**config.mk**
```make
export PLATFORM = sky130hd
export DESIGN_NAME = pc_step_ctrl
export DESIGN_NICKNAME = d
export VERILOG_FILES = /design/src/rtl/picomips_pkg.sv /design/src/rtl/btn_debounce.sv /design/src/rtl/pc_step_ctrl.sv
export SDC_FILE = /design/constraint.sdc
export NUM_CORES = 1
export LEC_CHECK = 0
export CAP_MARGIN = 10
export CORE_ASPECT_RATIO = 0.5
export CORE_MARGIN = 2
export CORE_UTILIZATION = 30
export DETAILED_ROUTE_END_ITERATION = 10
export GPL_TIMING_DRIVEN = 0
export PLACE_DENSITY = 0.47
export SLEW_MARGIN = 20
export SYNTH_ARGS = -nofsm -noshare
export SYNTH_HDL_FRONTEND = slang
export SYNTH_SLANG_ARGS = --single-unit
```
**constraint.sdc**
```tcl
create_clock -name clk -period 2.61 [get_ports clk]
set_clock_uncertainty 0.15 [all_clocks]
set_input_delay 0.3915 -clock clk [delete_from_list [all_inputs] [get_ports clk]]
set_output_delay 0.3915 -clock clk [all_outputs]
set_load 0.02 [all_outputs]
```
**src/rtl/picomips_pkg.sv**
```systemverilog
// Shared types and constants for the picoMIPS PC single-step controller.
package picomips_pkg;

  typedef enum logic [2:0] {
    RUN,
    ARMED,
    PRESS,
    RELEASE,
    STEP
  } step_state_t;

  localparam int PC_STEP_DB_DEFAULT = 250000;
  localparam int PC_STEP_TMO_W      = 32;

  function automatic logic is_stalled(input step_state_t s);
    return (s == ARMED) || (s == PRESS) || (s == RELEASE);
  endfunction

endpackage

```
**src/rtl/btn_debounce.sv**
```systemverilog
// Pushbutton input path: 2-flop synchroniser followed by a run-length debouncer.
// db_level only flips after DB_CYCLES consecutive disagreeing synchronised samples.
module btn_debounce #(
  parameter int DB_CYCLES = 250000
) (
  input  logic clk,
  input  logic reset,
  input  logic btn_n,
  output logic db_level
);

  localparam int CW = (DB_CYCLES > 2) ? $clog2(DB_CYCLES) : 1;

  logic          sync_p0;
  logic          sync_p1;
  logic          db_q;
  logic [CW-1:0] run_cnt;

  // synchroniser stages, then debounce run counter on the stable sample
  always_ff @(posedge clk) begin
    if (!reset) begin
      sync_p0 <= 1'b1;
      sync_p1 <= 1'b1;
      db_q    <= 1'b1;
      run_cnt <= '0;
    end else begin
      sync_p0 <= btn_n;
      sync_p1 <= sync_p0;
      if (sync_p1 == db_q) begin
        run_cnt <= '0;
      end else if (run_cnt == CW'(DB_CYCLES - 1)) begin
        db_q    <= sync_p1;
        run_cnt <= '0;
      end else begin
        run_cnt <= run_cnt + 1'b1;
      end
    end
  end

  assign db_level = db_q;

endmodule

```
**src/rtl/pc_step_ctrl.sv**
```systemverilog
// WAIT-instruction stall controller: holds PCincr low until a debounced press/release,
// then issues one step pulse. Optional auto-step timeout under PC_STEP_TIMEOUT_EN.
module pc_step_ctrl
  import picomips_pkg::*;
#(
  parameter int DB_CYCLES = PC_STEP_DB_DEFAULT,
  parameter int TIMEOUT   = 50000000
) (
  input  logic clk,
  input  logic reset,
  input  logic wait_req,
  input  logic btn_n,
  output logic PCincr,
  output logic waiting,
  output logic timeout
);

  if (DB_CYCLES < 2 || TIMEOUT < 1) begin : g_cfg_check
    $error("pc_step_ctrl: DB_CYCLES must be >= 2 and TIMEOUT >= 1");
  end

  step_state_t state;
  step_state_t state_nx;
  logic        db_level;
  logic        tmo_hit;
  logic        pc_c;
  logic        wt_c;

  btn_debounce #(
    .DB_CYCLES(DB_CYCLES)
  ) u_debounce (
    .clk     (clk),
    .reset   (reset),
    .btn_n   (btn_n),
    .db_level(db_level)
  );

  always_ff @(posedge clk) begin
    if (!reset) begin
      state <= RUN;
    end else begin
      state <= state_nx;
    end
  end

`ifdef PC_STEP_TIMEOUT_EN
  logic [PC_STEP_TMO_W-1:0] tmo_cnt;
  logic                     tmo_flag;

  assign tmo_hit = is_stalled(state) && (tmo_cnt == PC_STEP_TMO_W'(TIMEOUT - 1));

  // counter is zero on every entry to ARMED because it is held clear outside the stall
  always_ff @(posedge clk) begin
    if (!reset) begin
      tmo_cnt  <= '0;
      tmo_flag <= 1'b0;
    end else begin
      if (is_stalled(state)) begin
        tmo_cnt <= tmo_cnt + 1'b1;
      end else begin
        tmo_cnt <= '0;
      end
      tmo_flag <= tmo_hit;
    end
  end

  assign timeout = reset && (state == STEP) && tmo_flag;
`else
  assign tmo_hit = 1'b0;
  assign timeout = 1'b0;
`endif

  always_comb begin
    state_nx = state;
    pc_c     = 1'b0;
    wt_c     = is_stalled(state);
    case (state)
      RUN: begin
        pc_c = !wait_req;
        if (wait_req) state_nx = ARMED;
      end
      // a button still held from an earlier WAIT must be released before a press counts
      ARMED: begin
        if (tmo_hit)       state_nx = STEP;
        else if (db_level) state_nx = PRESS;
      end
      PRESS: begin
        if (tmo_hit)        state_nx = STEP;
        else if (!db_level) state_nx = RELEASE;
      end
      RELEASE: begin
        if (tmo_hit || db_level) state_nx = STEP;
      end
      STEP: begin
        pc_c     = 1'b1;
        state_nx = RUN;
      end
      default: begin
        state_nx = RUN;
      end
    endcase
  end

  assign PCincr  = reset && pc_c;
  assign waiting = reset && wt_c;

endmodule

```
==> results.toml <==
[floorplanning]
io_pins = 7
dieArea_um2 = 4000
die_h_um = 45.8
rows = 15
start_util_pct = 31.0
die_x_um = 87.5
core_area_um2 = 3380

[global_routing]
grt_use_total_pct = 10.7
grt_pass1_vias = 679
antenna_found_initial = 0
grt_max_degree = 14
grt_pass1_wl_um = 3210
grt_overflow = 0

[routing]
via_per_inst = 4.67
drt_pass1_iterations = 4
final_antenna_net_count = 0
drc = 0
vias = 794
wl_per_cell_um = 11.5
drt_wl_total_um = 1950
first_iter_violations = 51

[timing]
tightest_slew_ns = 0.483
min_period_over_period_pct = 91.5
maxSlewHeadroom_pct = 67.3
fin_tns_setup_ns = 0
worst_slack_ns = 0.221
setup_violations = 0
whs_ns = 0.277
drv_slew = 0
max_freq_mhz = 419
rsz0062_at_grt = "no"
hold_violations = 0
period_needed_ns = 2.39

[cts]
clockBufferDepth = 2
clock_sinks = 24
insertion_delay_ns = 0.27
cts_inserted_buffers = 3
htree_num_levels = 1
cts_setup_buffers = 0
path_clk_slew_ns = 0.08
cts-root-buf = "clkbuf_8"
holdBufCountCts = 0
cts_tree = "built"
ctsResizeCount = 0

[setup_path]
reg2reg_depth = 6
worstPathRequired_ns = 2.07
crit_path_start = "reset"
arrival_ns = 1.85
end_kind = "output port"
r2r-end = "u_debounce.run_cnt[8]"
crit_end = "waiting"
reg2reg_from = "u_debounce.run_cnt[0]"
startpoint_type = "input pin"
cp_max_fo = 6
critPathKind = "in2out"
reg2reg_slack_ns = 0.46

[layout]
fin_util_pct = 35.6
syn_to_final_growth_pct = 15.1
final_area_um2 = 1200
diodes = 0
nets = 134
final_layout_size_suffix_gt1_share_pct = 7.81
final_cells = 170

[flow_run]
maxCapViolations = 0

[logic_synthesis]
synth_fp_nets = 124
synth_cells = 119
ys_ff_latch = 24
syn_avg_cell_area_um2 = 8.79
ys_types = 27
synth_warnings = 0
seq_area_frac_synth_pct = 45.9
syn_area_um2 = 1050

[pwr]
leakagePower_nw = 0.354
power_density_nw_per_um2 = 549
irDropWorstVdd_uv = 190
p_total_uw = 661

[placed_design]
place_area_um2 = 1150
routabilityCongestion = 0.723
place_inst = 166
numPortBuffers = 5
hpwl_um = 1420
pre_cts_ws_ns = 0.212

[outcome]
status = "finished, final reports clean"

[hold_path]
hold_path_class = "reg2reg"
==> logic make-up after synthesis <==
| logic type | Yosys count | share of synthesized area, % |
|---|---|---|
| AO/OA/AOI/OAI | 6 | 3.83 |
| XOR/XNOR | 17 | 14.2 |
| adder cells (fa/ha/maj) | 1 | 1.20 |
| buffers and inverters | 6 | 2.63 |
| flip-flops | 24 | 45.9 |
| other | 1 | 0.359 |
| AND/OR/NAND/NOR | 64 | 31.8 |
==> power by group <==
group          switching, mW  total, mW  internal [mW]
sequential           0.00366      0.374          0.371
combinational         0.0162     0.0316         0.0154
clock                  0.121      0.255          0.135
==> worst min-delay path by stage <==
stage	from	endpoint	slack [ns]	depth (start not counted)
after floorplan	u_debounce.sync_p0	u_debounce.sync_p1	0.24	1
final	u_debounce.sync_p0	u_debounce.sync_p1	0.28	1
after global placement	u_debounce.sync_p0	u_debounce.sync_p1	0.25	1
after detailed placement	u_debounce.sync_p0	u_debounce.sync_p1	0.25	1
after CTS	u_debounce.sync_p0	u_debounce.sync_p1	0.28	1
after global routing	u_debounce.sync_p0	u_debounce.sync_p1	0.32	1
==> placed cells by master, fill, tap and decap left out <==
master	synthesis	routed
ha_1	1	1
nand3_1	5	5
clkdlybuf4s50_1	0	5
conb_1	1	1
o211ai_1	1	1
inv_1	3	3
and3_1	2	2
dfxtp_1	24	24
nand2b_1	4	4
nand3_2	1	1
nand4_1	5	5
xnor2_1	13	13
or3_1	1	1
nand3_4	1	1
xor2_1	4	4
buf_4	1	1
nor4_1	6	6
nor2_1	26	26
and3_2	1	1
clkbuf_8	0	4
o211ai_2	1	1
o21ai_0	2	2
nor4b_1	2	2
clkbuf_1	1	1
nor3_1	3	3
a21oi_1	2	2
or4_1	1	1
buf_2	1	1
nand2_1	6	6
==> per-layer routing <==
metal / track usage [%] / vias up / wire length [µm]
met3: 3.80 / 4 / 73
met1: 14.6 / 359 / 1090
met4: 2.77 / 0 / 19
met2: 16.2 / 11 / 764
met5: 0 / - / 0
li1: - / 420 / -
==> flip-flops by register name, summed over array words and instances (netlist names) <==
signal / cells
u_debounce.db_level: 1
u_debounce.sync_p1: 1
state: 3
u_debounce.sync_p0: 1
u_debounce.run_cnt: 18
==> cell type report <==
class / count / area, µm²
Inverter: 3 / 11.3
Tap cell: 42 / 52.6
Clock buffer: 4 / 55.1
Sequential cell: 24 / 480
Timing Repair Buffer: 5 / 50.0
Fill cell: 355 / 2170
Buffer: 3 / 16.3
Multi-Input combinational cell: 89 / 538
==> synthesized netlist by cell type (all sizes together) <==
cell	number	area, µm²
nor2	26	97.6
dfxtp	24	480
inv	3	11.3
or3	1	6.26
nor4	6	37.5
or4	1	7.51
conb	1	3.75
ha	1	12.5
xor2	4	35.0
clkbuf	1	3.75
nand4	5	31.3
and3	3	20.0
nor3	3	15.0
nor4b	2	17.5
nand2b	4	25.0
a21oi	2	10.0
buf	2	12.5
o211ai	2	20.0
o21ai	2	10.0
nand3	7	52.6
nand2	6	22.5
xnor2	13	114
==> worst max-delay path, stage by stage <==
cell	delay, ns
clkdlybuf4s50_1	0.59
nand2b_1	0.15
nor2_1	0.11
clkdlybuf4s50_1	0.61
No activity file was read; power rests on OpenSTA's default activity.
